<file path="src/rtl/updown_dir_ctrl_if.sv">
// Bundles the pushbutton inputs, the count feedback and the counter control outputs of updown_dir_ctrl.
// There is no latency here: this file only declares wires and modports.
// There is no backpressure: all signals are level signals with no handshake.
// The optional dir_change signal exists only when DIR_CHANGE_PULSE_EN is defined.
interface updown_dir_ctrl_if #(
    parameter int CNT_W = 3
);
    logic             btn_up;
    logic             btn_down;
    logic             btn_clr;
    logic             btn_mode;
    logic [CNT_W-1:0] count_in;
    logic             dir_up;
    logic             clear;
    logic             bounce_mode;
`ifdef DIR_CHANGE_PULSE_EN
    logic             dir_change;
`endif

    // Button and feedback source side (board/testbench plus the counter).
    modport master (
        output btn_up, btn_down, btn_clr, btn_mode, count_in,
`ifdef DIR_CHANGE_PULSE_EN
        input  dir_change,
`endif
        input  dir_up, clear, bounce_mode
    );

    // Direction controller side.
    modport slave (
        input  btn_up, btn_down, btn_clr, btn_mode, count_in,
`ifdef DIR_CHANGE_PULSE_EN
        output dir_change,
`endif
        output dir_up, clear, bounce_mode
    );
endinterface

</file>
<file path="src/rtl/updown_dir_ctrl.sv">
// Purpose: debounce four pushbuttons and drive dir_up/clear of an up/down counter, with optional ping-pong bounce.
// Latency: 2 + DEBOUNCE_CYCLES cycles from a clean raw edge to the registered output change.
// Backpressure: none; the buttons are level inputs and the outputs are free-running registers.
// Optional feature macro DIR_CHANGE_PULSE_EN adds a registered one-cycle dir_change pulse.
module updown_dir_ctrl #(
    parameter int DEBOUNCE_CYCLES = 16,
    parameter int CNT_W           = 3,
    parameter int CLEAR_HOLD      = 2
) (
    input  logic              clk,
    input  logic              rst_n,
    updown_dir_ctrl_if.slave  io
);
    localparam int NB     = 4;
    localparam int DB_W   = $clog2(DEBOUNCE_CYCLES + 1);
    localparam int HOLD_W = $clog2(CLEAR_HOLD + 1);

    localparam logic [DB_W-1:0]   DB_LAST   = DB_W'(DEBOUNCE_CYCLES - 1);
    localparam logic [DB_W-1:0]   DB_ONE    = DB_W'(1);
    localparam logic [HOLD_W-1:0] HOLD_INIT = HOLD_W'(CLEAR_HOLD);
    localparam logic [HOLD_W-1:0] HOLD_ONE  = HOLD_W'(1);
    // Reverse one step before the terminal values because dir_up reaches the counter one edge late.
    localparam logic [CNT_W-1:0]  CNT_TOP   = CNT_W'((1 << CNT_W) - 2);
    localparam logic [CNT_W-1:0]  CNT_ONE   = CNT_W'(1);

    typedef enum logic [1:0] {
        ST_CLR  = 2'd0,
        ST_UP   = 2'd1,
        ST_DOWN = 2'd2
    } state_t;

    // Button lanes: 0 up, 1 down, 2 clear, 3 mode.
    logic [NB-1:0]   btn_raw;
    logic [NB-1:0]   sync_a;
    logic [NB-1:0]   sync_b;
    logic [NB-1:0]   deb_lvl;
    logic [DB_W-1:0] deb_cnt [NB];
    logic [NB-1:0]   press;

    state_t            state;
    logic [HOLD_W-1:0] hold_cnt;
    logic              dir_up_q;
    logic              clear_q;
    logic              bounce_q;

    assign btn_raw = {io.btn_mode, io.btn_clr, io.btn_down, io.btn_up};

    // Two-flop synchroniser for the asynchronous raw buttons.
    always_ff @(posedge clk or negedge rst_n) begin
        if (!rst_n) begin
            sync_a <= '0;
            sync_b <= '0;
        end else begin
            sync_a <= btn_raw;
            sync_b <= sync_a;
        end
    end

    // Debounce: count consecutive disagreeing samples and adopt the new level on the last one.
    always_ff @(posedge clk or negedge rst_n) begin
        if (!rst_n) begin
            deb_lvl <= '0;
            for (int i = 0; i < NB; i++) deb_cnt[i] <= '0;
        end else begin
            for (int i = 0; i < NB; i++) begin
                if (sync_b[i] == deb_lvl[i]) begin
                    deb_cnt[i] <= '0;
                end else if (deb_cnt[i] == DB_LAST) begin
                    deb_lvl[i] <= sync_b[i];
                    deb_cnt[i] <= '0;
                end else begin
                    deb_cnt[i] <= deb_cnt[i] + DB_ONE;
                end
            end
        end
    end

    // Press strobe is high in the cycle whose closing edge raises the debounced level.
    always_comb begin
        press = '0;
        for (int i = 0; i < NB; i++)
            press[i] = sync_b[i] && !deb_lvl[i] && (deb_cnt[i] == DB_LAST);
    end

    logic press_up, press_down, press_clr, press_mode;
    logic manual_up, manual_down;
    logic exit_clr, to_clr, to_up, to_down;

    assign press_up    = press[0];
    assign press_down  = press[1];
    assign press_clr   = press[2];
    assign press_mode  = press[3];
    // Simultaneous up and down presses cancel each other.
    assign manual_up   = press_up && !press_down;
    assign manual_down = press_down && !press_up;

    assign exit_clr = (state == ST_CLR) && !press_clr && (hold_cnt == HOLD_ONE);
    assign to_clr   = (state != ST_CLR) && press_clr;
    assign to_down  = (state == ST_UP) && !press_clr &&
                      (manual_down || (bounce_q && io.count_in == CNT_TOP));
    assign to_up    = (state == ST_DOWN) && !press_clr &&
                      (manual_up || (bounce_q && io.count_in == CNT_ONE));

    // Direction FSM with registered outputs; clear has priority over manual presses, which beat bounce.
    always_ff @(posedge clk or negedge rst_n) begin
        if (!rst_n) begin
            state    <= ST_CLR;
            hold_cnt <= HOLD_INIT;
            clear_q  <= 1'b1;
            dir_up_q <= 1'b0;
            bounce_q <= 1'b0;
        end else begin
            bounce_q <= bounce_q ^ press_mode;
            if (to_clr) begin
                state    <= ST_CLR;
                hold_cnt <= HOLD_INIT;
                clear_q  <= 1'b1;
                dir_up_q <= 1'b0;
            end else begin
                case (state)
                    ST_CLR: begin
                        if (press_clr) begin
                            hold_cnt <= HOLD_INIT;
                        end else if (exit_clr) begin
                            state    <= ST_UP;
                            clear_q  <= 1'b0;
                            dir_up_q <= 1'b1;
                        end else begin
                            hold_cnt <= hold_cnt - HOLD_ONE;
                        end
                    end
                    ST_UP: begin
                        if (to_down) begin
                            state    <= ST_DOWN;
                            dir_up_q <= 1'b0;
                        end
                    end
                    ST_DOWN: begin
                        if (to_up) begin
                            state    <= ST_UP;
                            dir_up_q <= 1'b1;
                        end
                    end
                    default: begin
                        state    <= ST_CLR;
                        hold_cnt <= HOLD_INIT;
                        clear_q  <= 1'b1;
                        dir_up_q <= 1'b0;
                    end
                endcase
            end
        end
    end

    assign io.dir_up      = dir_up_q;
    assign io.clear       = clear_q;
    assign io.bounce_mode = bounce_q;

`ifdef DIR_CHANGE_PULSE_EN
    logic dir_change_q;

    // Flag every edge on which dir_up toggles; DOWN->CLR keeps dir_up at 0 and is excluded.
    always_ff @(posedge clk or negedge rst_n) begin
        if (!rst_n) dir_change_q <= 1'b0;
        else        dir_change_q <= exit_clr || to_down || to_up || (to_clr && state == ST_UP);
    end

    assign io.dir_change = dir_change_q;
`endif

endmodule

</file>
<file path="src/flat_wrapper.sv">
// flat-port wrapper written by rule: the top's interface ports become plain ports
module updown_dir_ctrl_flat 
#(
    parameter int DEBOUNCE_CYCLES = 16,
    parameter int CNT_W           = 3,
    parameter int CLEAR_HOLD      = 2
)
  (clk, rst_n, io_btn_up, io_btn_down, io_btn_clr, io_btn_mode, io_count_in, io_dir_up, io_clear, io_bounce_mode);
  updown_dir_ctrl_if #(.CNT_W(CNT_W)) io_i ();
  input  logic clk;
  input  logic rst_n;
  input wire logic [$bits(io_i.btn_up)-1:0] io_btn_up;
  input wire logic [$bits(io_i.btn_down)-1:0] io_btn_down;
  input wire logic [$bits(io_i.btn_clr)-1:0] io_btn_clr;
  input wire logic [$bits(io_i.btn_mode)-1:0] io_btn_mode;
  input wire logic [$bits(io_i.count_in)-1:0] io_count_in;
  output wire logic [$bits(io_i.dir_up)-1:0] io_dir_up;
  output wire logic [$bits(io_i.clear)-1:0] io_clear;
  output wire logic [$bits(io_i.bounce_mode)-1:0] io_bounce_mode;
  assign io_i.btn_up = io_btn_up;
  assign io_i.btn_down = io_btn_down;
  assign io_i.btn_clr = io_btn_clr;
  assign io_i.btn_mode = io_btn_mode;
  assign io_i.count_in = io_count_in;
  assign io_dir_up = io_i.dir_up;
  assign io_clear = io_i.clear;
  assign io_bounce_mode = io_i.bounce_mode;
  updown_dir_ctrl #(.DEBOUNCE_CYCLES(DEBOUNCE_CYCLES), .CNT_W(CNT_W), .CLEAR_HOLD(CLEAR_HOLD)) u_core (.clk(clk), .rst_n(rst_n), .io(io_i));
endmodule
</file>
<file path="config.mk">
export PLATFORM = sky130hd
export DESIGN_NAME = updown_dir_ctrl_flat
export DESIGN_NICKNAME = d
export VERILOG_FILES = /design/src/rtl/updown_dir_ctrl_if.sv /design/src/rtl/updown_dir_ctrl.sv /design/src/flat_wrapper.sv
export SDC_FILE = /design/constraint.sdc
export NUM_CORES = 1
export LEC_CHECK = 0
export BUFFER_PORTS_ARGS = -buffer_cell sky130_fd_sc_hd__buf_4
export CAP_MARGIN = 20
export CORE_ASPECT_RATIO = 0.8
export CORE_MARGIN = 1
export CORE_UTILIZATION = 55
export DETAILED_ROUTE_END_ITERATION = 16
export PLACE_DENSITY_LB_ADDON = 0.2
export SKIP_LAST_GASP = 1
export SYNTH_ARGS = -nofsm -noshare
export SYNTH_HDL_FRONTEND = slang
export SYNTH_SLANG_ARGS = --single-unit
</file>
<file path="constraint.sdc">
create_clock -name clk -period 4.02 [get_ports clk]
set_clock_uncertainty 0.05 [all_clocks]
set_input_delay 0 -clock clk [delete_from_list [all_inputs] [get_ports clk]]
set_output_delay 0 -clock clk [all_outputs]
set_load 0.01 [all_outputs]
</file>
==> run_results.csv <==
group,metric,value,unit
outcome,status,"finished clean",
grt,grt_pass1_wl,4510,µm
grt,antenna_found_initial,0,
synth,synth_area,1660,µm²
final_layout,fillers,214,
timing,setup_violations,0,
pwr,power.density,474,nW/µm²
final_layout,instances_no_fill,196,
clock_network,cts_buffer_depth,2,
setup_path,worstSetupPathType,"reg2reg",
timing,hold_viol,0,
clock_network,cts_tree,"yes",
synth,synth_nets,156,
pwr,power.clock.fraction,29.3,%
pwr,combPwrFrac,22.5,%
clock_network,cts_buffers,5,
setup_path,cp_data_required_time,4190,ps
timing,setup_ws,1980,ps
route,wl_per_cell,12.7,µm
die,core.rowCount,17,
worst_hold_path,hold_path_class,"in2async",
synth,synthCells,135,
place,pre_cts_ws,2010,ps
flow_run,maxCapViolCount,0,
synth,ys_seq_area_share,57.3,%
route,drc,0,
die,floorplan.initialDensity,59.2,%
grt,grt_pass1_vias,1063,
setup_path,crit_path_max_incr_delay,500,ps
synth,async_flop_share,100,%
setup_path,cp_slowest_cell,"a222oi_1",
clock_network,ctsResizeCount,0,
synth,yosysWarnings,0,
grt,grt_max_degree,39,
synth,ys.flop_type,"dfrtp_1",
setup_path,cp_max_fo,6,
pwr,power.leakage,0.900,nW
synth,syn_area_per_cell,12.3,µm²
final_layout,drive_gt1_share,16.5,%
timing,worst_pin_slew,521,ps
die,die_w,63.5,µm
final_layout,syn2layout_area_growth,15.9,%
pwr,ir_worst_vdd,0.258,mV
route,dr.pass1.iters,5,
timing,timing.fmax,489,MHz
setup_path,end_kind,"register",
route,drt_iter0_markers,47,
clock_network,cts_sinks,38,
setup_path,crit_path_start_kind,"register",
place,hpwl,1820,µm
synth,synth.most_common_cell,"dfrtp_1",
route,antenna_left,0,
pwr,total_power,0.913,mW
synth,ys_ff_latch,38,
setup_path,cp_top_family,"compound AO/OA/AOI/OAI gates",
clock_network,clkTransAtPathRegs,70,ps
timing,max-slew-margin-rel,65.3,%
place,place_congestion,0.791,
place,dpl.cell_count,183,
die,ios,12,
die,core-area,2810,µm²
synth,netlist.area_leader.share,54.2,%
synth,synth-edff-count,0,
pwr,p_seq_share,48.2,%
timing,finalMaxSlewViolations,0,
final_layout,nNetsFinal,178,
clock_network,h-tree-depth,2,
die,dieArea,3250,µm²
timing,layout_min_cycle_time,2040,ps
timing,rsz0062_at_grt,"no",
clock_network,root_buffer,"clkbuf_8",
setup_path,cp.arrival,2210,ps
clock_network,clk_latency,290,ps
pwr,p_int,0.659,mW
final_layout,diodes,0,
synth,synth_common_cells,"dfrtp_1 (36), inv_1 (13), ha_1 (12)",
synth,yosysUniqueCellTypes,31,
pwr,p_sw,0.254,mW
die,die_y,51.2,µm
route,via_per_inst,5.42,
grt,grtUsageTotal,19.2,%
setup_path,crit_buf_inv,0,
place,portBuffers,11,
route,num_vias,1062,
synth,synth.area.top_cells,"dfrtp_1 (54%), ha_1 (9.0%), dfstp_2 (3.2%), inv_1 (2.9%), nor3_1 (2.7%)",
pwr,swShare,27.8,%
route,routed_wl,2480,µm
grt,grt_overflow,0,
synth,yosysTopAreaCell,"dfrtp_1",
setup_path,critical_path.cell_chain,"ha_1, and4b_1, a211o_1, a222oi_1, mux2i_1",
timing,finalCritPeriodShare,50.9,%
timing,tns,0,ps
placed cells by master, fill, tap and decap left out, types with 2 or more instances in the layout:
cell type | netlist | final
xnor2_1 | 5 | 5
o21ai_0 | 3 | 3
buf_4 | 0 | 11
mux2i_1 | 3 | 3
inv_1 | 13 | 13
and4b_1 | 2 | 2
dfrtp_1 | 36 | 36
nand3_1 | 7 | 7
a311oi_1 | 2 | 2
dlygate4sd3_1 | 0 | 5
nand2_1 | 2 | 2
nor2_1 | 9 | 9
nor3_1 | 9 | 9
ha_1 | 12 | 12
dfstp_2 | 2 | 2
mux2_2 | 4 | 4
nor3b_1 | 4 | 4
clkbuf_8 | 0 | 6
xor2_1 | 4 | 4
nand4b_1 | 3 | 3
and3b_1 | 2 | 2
power groups by stage:
stage / Sequential (mW) / Clock [mW] / Combinational, mW
floorplan: 0.447 / 0 / 0.146
global placement: 0.446 / 0 / 0.194
detailed placement: 0.448 / 0 / 0.199
CTS: 0.440 / 0.275 / 0.205
global route: 0.445 / 0.290 / 0.236
finish: 0.440 / 0.267 / 0.205
kinds of logic after synthesis:
| family | count (synthesis) | share of synthesized area, % |
|---|---|---|
| fa+ha+maj | 12 | 9.03 |
| buf+inv | 14 | 3.61 |
| xor+xnor | 9 | 4.74 |
| flops | 38 | 57.3 |
| simple gates | 40 | 13.9 |
| compound gates | 15 | 6.85 |
| mux | 7 | 4.51 |
path summary, 6_finish.rpt:
check | to | slack (ps) | depth (start not counted) | from
max | u_core.state[1] | 1980 | 5 | u_core.deb_cnt[15]
min | u_core.deb_cnt[17] | 150 | 2 | rst_n
max reg2reg | u_core.state[1] | 1980 | 5 | u_core.deb_cnt[15]
min reg2reg | u_core.sync_b[2] | 300 | 0 | u_core.sync_a[2]
max in group asynchronous | u_core.io.clear | 3430 | 2 | rst_n
min in group clk | u_core.sync_b[2] | 300 | 0 | u_core.sync_a[2]
area by class of cell:
cell class / count / area, µm² / area share (%)
clock buffer: 6 / 82.6 / 4.29
clock inverter: 2 / 12.5 / 0.649
inverter: 13 / 48.8 / 2.53
multi-input combinational: 83 / 649 / 33.7
sequential: 38 / 953 / 49.5
tap: 38 / 47.5 / 2.47
timing repair buffer: 16 / 133 / 6.88
per-stage QoR:
step / hold slack (ps) / utilization, % / instance area [µm²]
2_1_floorplan: -346 / - / 1660
3_3_place_gp: -65.5 / 63.5 / 1780
3_5_place_dp: -66.2 / 63.5 / 1780
4_1_cts: 157 / 68.6 / 1930
5_1_grt: 184 / 68.6 / 1930
6_report: 146 / 68.6 / 1930
registers in the layout, summed over array words and instances, names as in the netlist:
signal,count
u_core.state,2
u_core.sync_a,4
u_core.io.bounce_mode,1
u_core.deb_cnt,20
u_core.deb_lvl,4
u_core.io.clear,1
u_core.hold_cnt,2
u_core.sync_b,4
routing by layer:
metal  vias up  global-route usage, %  wire [µm]
li1        524                      -          -
met1       507                   22.3       1170
met2        24                   30.7       1140
met3         7                   7.81        115
met4         0                   9.85         52
met5         -                      0          0
what timing repair did:
| item | 4_1_cts | 5_1_grt |
|---|---|---|
| hold buffers | 5 | 0 |
| buffers inserted | 0 | 0 |
| hold endpoints to repair | 42 | 0 |
(Power assumes the default switching activity.)
